`config.mk`:
```
export PLATFORM = sky130hd
export DESIGN_NAME = cache_fill_arbiter
export DESIGN_NICKNAME = d
export VERILOG_FILES = /design/src/rtl/cache_fill_arbiter.sv
export SDC_FILE = /design/constraint.sdc
export NUM_CORES = 1
export LEC_CHECK = 0
export CELL_PAD_IN_SITES_DETAIL_PLACEMENT = 2
export CELL_PAD_IN_SITES_GLOBAL_PLACEMENT = 2
export CORE_ASPECT_RATIO = 0.9
export CORE_UTILIZATION = 20
export CTS_CLUSTER_SIZE = 30
export DETAILED_ROUTE_END_ITERATION = 8
export PLACE_DENSITY = 0.73
export SYNTH_ARGS = -nofsm -noshare
export SYNTH_HDL_FRONTEND = slang
export SYNTH_SLANG_ARGS = --single-unit
```
`constraint.sdc`:
```
create_clock -name clk -period 1.4 [get_ports clk]
set_clock_uncertainty 0.05 [all_clocks]
set_input_delay 0.28 -clock clk [delete_from_list [all_inputs] [get_ports clk]]
set_output_delay 0.28 -clock clk [all_outputs]
set_load 0.01 [all_outputs]
```
`src/rtl/cache_fill_arbiter.sv`:
```
// Memory arbiter for I/D cache block fills and D-cache write-through stores.
// Optional macro CRIT_WORD_FIRST_EN: fill starts at the missed word and wraps within the block.
module cache_fill_arbiter #(
    parameter int ADDR_W  = 16,
    parameter int DATA_W  = 16,
    parameter int WORDS   = 8,
    parameter int MEM_LAT = 4
) (
    input  logic                       clk,
    input  logic                       rst,
    input  logic                       i_miss,
    input  logic [ADDR_W-1:0]          i_addr,
    input  logic                       d_miss,
    input  logic [ADDR_W-1:0]          d_addr,
    input  logic                       d_wr,
    input  logic [DATA_W-1:0]          d_wdata,
    output logic                       mem_en,
    output logic                       mem_we,
    output logic [ADDR_W-1:0]          mem_addr,
    output logic [DATA_W-1:0]          mem_wdata,
    input  logic [DATA_W-1:0]          mem_rdata,
    input  logic                       mem_vld,
    output logic [DATA_W-1:0]          fill_data,
    output logic [$clog2(WORDS)-1:0]   fill_word,
    output logic                       i_data_we,
    output logic                       i_meta_we,
    output logic                       d_data_we,
    output logic                       d_meta_we,
    output logic                       stall
);

    localparam int OFF_W  = $clog2(WORDS);
    localparam int BYTE_W = $clog2(DATA_W / 8);
    localparam int LO_W   = OFF_W + BYTE_W;
    localparam int CNT_W  = OFF_W + 1;
    localparam logic [CNT_W-1:0] WORDS_C = CNT_W'(WORDS);
    localparam logic [CNT_W-1:0] LAST_C  = CNT_W'(WORDS - 1);

    typedef enum logic [1:0] {
        IDLE,
        WRITE,
        FILL,
        DONE
    } state_t;

    state_t                   state;
    logic [ADDR_W-LO_W-1:0]   blk;
    logic                     tgt_d;
    logic [CNT_W-1:0]         issue_cnt;
    logic [CNT_W-1:0]         ret_cnt;

    // Miss arbitration: a pending store blocks both misses; D beats I.
    logic                     grant_miss;
    logic [ADDR_W-1:0]        miss_addr;

    assign miss_addr  = d_miss ? d_addr : i_addr;
    assign grant_miss = (state == IDLE) && !d_wr && (d_miss || i_miss);

`ifdef CRIT_WORD_FIRST_EN
    logic [OFF_W-1:0] start;
    logic [OFF_W-1:0] start_next;
    logic             unused_bits;

    assign start_next  = miss_addr[LO_W-1:BYTE_W];
    assign unused_bits = &{1'b0, miss_addr[BYTE_W-1:0], (MEM_LAT > 0)};

    always_ff @(posedge clk) begin
        if (rst) begin
            start <= '0;
        end else if (grant_miss) begin
            start <= start_next;
        end
    end
`else
    logic [OFF_W-1:0] start;
    logic [OFF_W-1:0] start_next;
    logic             unused_bits;

    assign start       = '0;
    assign start_next  = '0;
    assign unused_bits = &{1'b0, miss_addr[LO_W-1:0], (MEM_LAT > 0)};
`endif

    logic [OFF_W-1:0] issue_word;
    assign issue_word = start + issue_cnt[OFF_W-1:0];

    // NOTE: mem_* are registered, so the grant edge already launches word 0 and
    // issue_cnt then counts words launched (starts at 1) rather than words pending.
    always_ff @(posedge clk) begin
        if (rst) begin
            state     <= IDLE;
            blk       <= '0;
            tgt_d     <= 1'b0;
            issue_cnt <= '0;
            ret_cnt   <= '0;
            mem_en    <= 1'b0;
            mem_we    <= 1'b0;
            mem_addr  <= '0;
            mem_wdata <= '0;
        end else begin
            mem_en    <= 1'b0;
            mem_we    <= 1'b0;
            mem_addr  <= '0;
            mem_wdata <= '0;
            case (state)
                IDLE: begin
                    if (d_wr) begin
                        state     <= WRITE;
                        mem_en    <= 1'b1;
                        mem_we    <= 1'b1;
                        mem_addr  <= d_addr;
                        mem_wdata <= d_wdata;
                    end else if (grant_miss) begin
                        state     <= FILL;
                        blk       <= miss_addr[ADDR_W-1:LO_W];
                        tgt_d     <= d_miss;
                        issue_cnt <= CNT_W'(1);
                        ret_cnt   <= '0;
                        mem_en    <= 1'b1;
                        mem_addr  <= {miss_addr[ADDR_W-1:LO_W], start_next, {BYTE_W{1'b0}}};
                    end
                end
                WRITE: begin
                    state <= IDLE;
                end
                FILL: begin
                    if (issue_cnt < WORDS_C) begin
                        mem_en    <= 1'b1;
                        mem_addr  <= {blk, issue_word, {BYTE_W{1'b0}}};
                        issue_cnt <= issue_cnt + 1'b1;
                    end
                    if (mem_vld) begin
                        ret_cnt <= ret_cnt + 1'b1;
                        if (ret_cnt == LAST_C) begin
                            state <= DONE;
                        end
                    end
                end
                DONE: begin
                    state <= IDLE;
                end
                default: begin
                    state <= IDLE;
                end
            endcase
        end
    end

    // NOTE: array writes must land in the same cycle as mem_vld, so the fill side
    // is decoded from registered state rather than registered itself.
    logic fill_vld;
    logic last_ret;

    assign fill_vld  = (state == FILL) && mem_vld;
    assign last_ret  = fill_vld && (ret_cnt == LAST_C);
    assign fill_data = mem_rdata;
    assign fill_word = fill_vld ? (start + ret_cnt[OFF_W-1:0]) : '0;
    assign i_data_we = fill_vld && !tgt_d;
    assign d_data_we = fill_vld && tgt_d;
    assign i_meta_we = last_ret && !tgt_d;
    assign d_meta_we = last_ret && tgt_d;

    assign stall = (state == FILL) || (state == DONE) || i_miss || d_miss
                 || (d_wr && (state != WRITE));

endmodule

```
==> impl_metrics.ini <==
[critical_path]
endpoint_kind = output pin
cp-startpoint = ret_cnt[0]
cp_max_fo = 3
critPathRequiredTime_ps = 1070
crit_type = flop to output pin
arrival_ps = 1330
critPathLaunchType = flop
worstReg2RegStart = state[1]

[clock_tree]
clk_path_buf_depth = 2
cts_made_buffers = 9
clk_pin_slew_ps = 50
cts-htree-levels = 3
numClockSinks = 57
clk-insertion-delay-late_ps = 330
cts_tree = done
hold_buffers = 0
clock-root-buffer = clkbuf_16

[sta]
period_share = 1.187
rsz0062_at_grt = yes
slew_viol_final = 0
finalCriticalPeriod_ps = 1662
worstMarginPinSlew_ps = 310.6
finalHoldViolCount = 0
layout_setup_ws_ps = -262.1
setup_viol = 27
fmax_ghz = 0.6016
slew_headroom = 0.7903

[drt]
drtPass1Iterations = 4
postRouteWirelength_um = 8902
wire_per_inst_um = 16.89
drt_iter0_markers = 100
drc = 0
dr_total_vias = 2301
drtAntennaViolNets = 0
vias_per_cell = 4.366

[die]
core-area_um2 = 12080
die_y_um = 107.8
die-width_um = 119.6
initial_core_util = 0.2061
die_area_um2 = 12890
num_rows = 38
ios = 128

[synth]
synth_compound_area_frac = 0.1911
synthSimpleGateAreaFrac = 0.1719
async_flop_share = 0
synthAdderAreaFrac = 0.01006
synthFlopType = dfxtp_1
syn_area_um2 = 2489
syn_inst = 252
synth_edf_count = 0
synthXorXnorAreaFrac = 0.003519
ys_warn_count = 0
syn_nets = 324
synth_top_family_by_area = compound AO/OA/AOI/OAI gates
seq_area_frac_synth = 0.4585
synth.mux.area_fraction = 0.05832
ys_ff_latch = 57
synth.distinct_cells = 44
syn_area_per_cell_um2 = 9.876

[cells_and_area]
nFillCells = 1315
n_antenna_cell = 0
mostFrequentLayoutCells = dfxtp_1, clkdlybuf4s50_1, dlygate4sd2_1
final_common_cell = dfxtp_1
layout-drive-gt1-share = 0.3351
final_nets = 436
area_growth_syn_to_layout_pct = 65.16
postLayoutCellArea_um2 = 4110

[placed_design]
placed_cell_area_um2 = 3613
hpwl_um = 6049
gp_congestion = 0.7318
port-buffer-count = 91
dpl_worst_slack_ps = -702.4

[global_route]
grt_first_pass_wirelength_um = 13480
grt_pass1_vias = 2565
grt_max_degree = 24
grt.total_usage = 0.1378
globalRouteOverflowTotal = 0
antenna_found_initial = 0

[run]
drv_cap = 0

[hold_path]
hp-start = blk[11]
hp-class = flop to flop

[outcome]
status = finished, violations left
violations = setup timing

[power]
p_leak_uw = 0.001722
ir_drop_mv = 0.4419
p_per_area_nw_per_um2 = 1192
worst max-delay path: stages (launching register included):
cell	delay [ps]
dfxtp_2	330
ha_4	160
and3b_2	220
and3_4	180
buf_6	110
registers in the layout, summed over array words and instances, names as in the netlist:
| register | count |
|---|---|
| issue_cnt | 4 |
| mem_we | 1 |
| state | 2 |
| ret_cnt | 4 |
| mem_addr | 16 |
| blk | 12 |
| mem_en | 1 |
| tgt_d | 1 |
| mem_wdata | 16 |
worst paths after layout:
check,endpoint,slack (ps),depth (start not counted)
worst max register to register,ret_cnt[2],-170,5
worst max-delay path,d_meta_we,-260,4
worst min-delay path,blk[11],420,2
worst min register to register,blk[11],420,2
cell type report:
cell class | instances | area, um2 | area share
well taps | 160 | 200.2 | 0.04871
inverters | 3 | 15.01 | 0.003653
flip-flops and latches | 57 | 1149 | 0.2795
multi-input cells | 158 | 1192 | 0.2901
repair buffers | 135 | 1236 | 0.3008
clock buffers | 11 | 252.7 | 0.06149
clock inverters | 3 | 65.06 | 0.01583
kinds of logic (layout without fill, tap and decap cells):
logic type | after synthesis | count (layout)
and+or+nand+nor | 72 | 72
AOI/OAI and AO/OA | 70 | 70
DFF | 57 | 57
buffers and inverters | 37 | 152
muxes | 13 | 13
adders and majority gates | 2 | 2
xor gates and xnor gates | 1 | 1
where the power goes:
group	total [uW]	internal, uW	leakage, uW	switching (uW)
registers	1760	1720	0.000468	48.6
logic	757	411	0.00110	346
clock network	2380	1630	0.000157	748
total	4900	3760	0.00172	1140
stage by stage:
step | std cells | utilization | total power (uW) | setup TNS (ps) | hold slack, ps
floorplan | 252 | - | 2155 | 0 | 351.7
global placement | 501 | 0.2992 | 2489 | -23970 | 398.5
detailed placement | 501 | 0.2992 | 2513 | -26640 | 414.1
CTS | 524 | 0.3336 | 4938 | -2864 | 420.4
global route | 527 | 0.3403 | 5087 | -4006 | 440.1
finish | 527 | 0.3403 | 4899 | -2872 | 416.6
what timing repair did:
action / 4_1_cts / 5_1_grt
buffers inserted: 10 / 3
pin swaps: 17 / 9
gates resized for setup: 104 / 14
endpoints found under the setup margin: 97 / 58
metal layers:
| metal | track usage | share of wire |
|---|---|---|
| met1 | 0.1506 | 0.42 |
| met2 | 0.2461 | 0.51 |
| met5 | 0 | 0 |
| met3 | 0.04290 | 0.049 |
| met4 | 0.05804 | 0.014 |
cell usage after synthesis, types with 2 or more instances:
master / number / area, um2
a21oi_1: 29 / 145.1
a22oi_1: 6 / 45.04
a31oi_1: 2 / 12.51
a32oi_1: 10 / 87.58
and2_1: 21 / 131.4
and3b_1: 2 / 17.52
buf_2: 7 / 35.03
buf_4: 18 / 135.1
buf_6: 3 / 33.78
clkbuf_1: 4 / 15.01
dfxtp_1: 57 / 1141
ha_1: 2 / 25.02
inv_1: 2 / 7.510
mux2_2: 12 / 135.1
nand2_1: 4 / 15.01
nand2b_1: 4 / 25.02
nand3_1: 13 / 65.06
nand3b_1: 4 / 30.03
nor2_1: 10 / 37.54
nor2b_1: 3 / 18.77
nor3_1: 2 / 10.01
o211ai_1: 3 / 22.52
o21ai_0: 3 / 15.01
o21ai_2: 10 / 87.58
or2_2: 2 / 12.51
(Power assumes the default switching activity.)
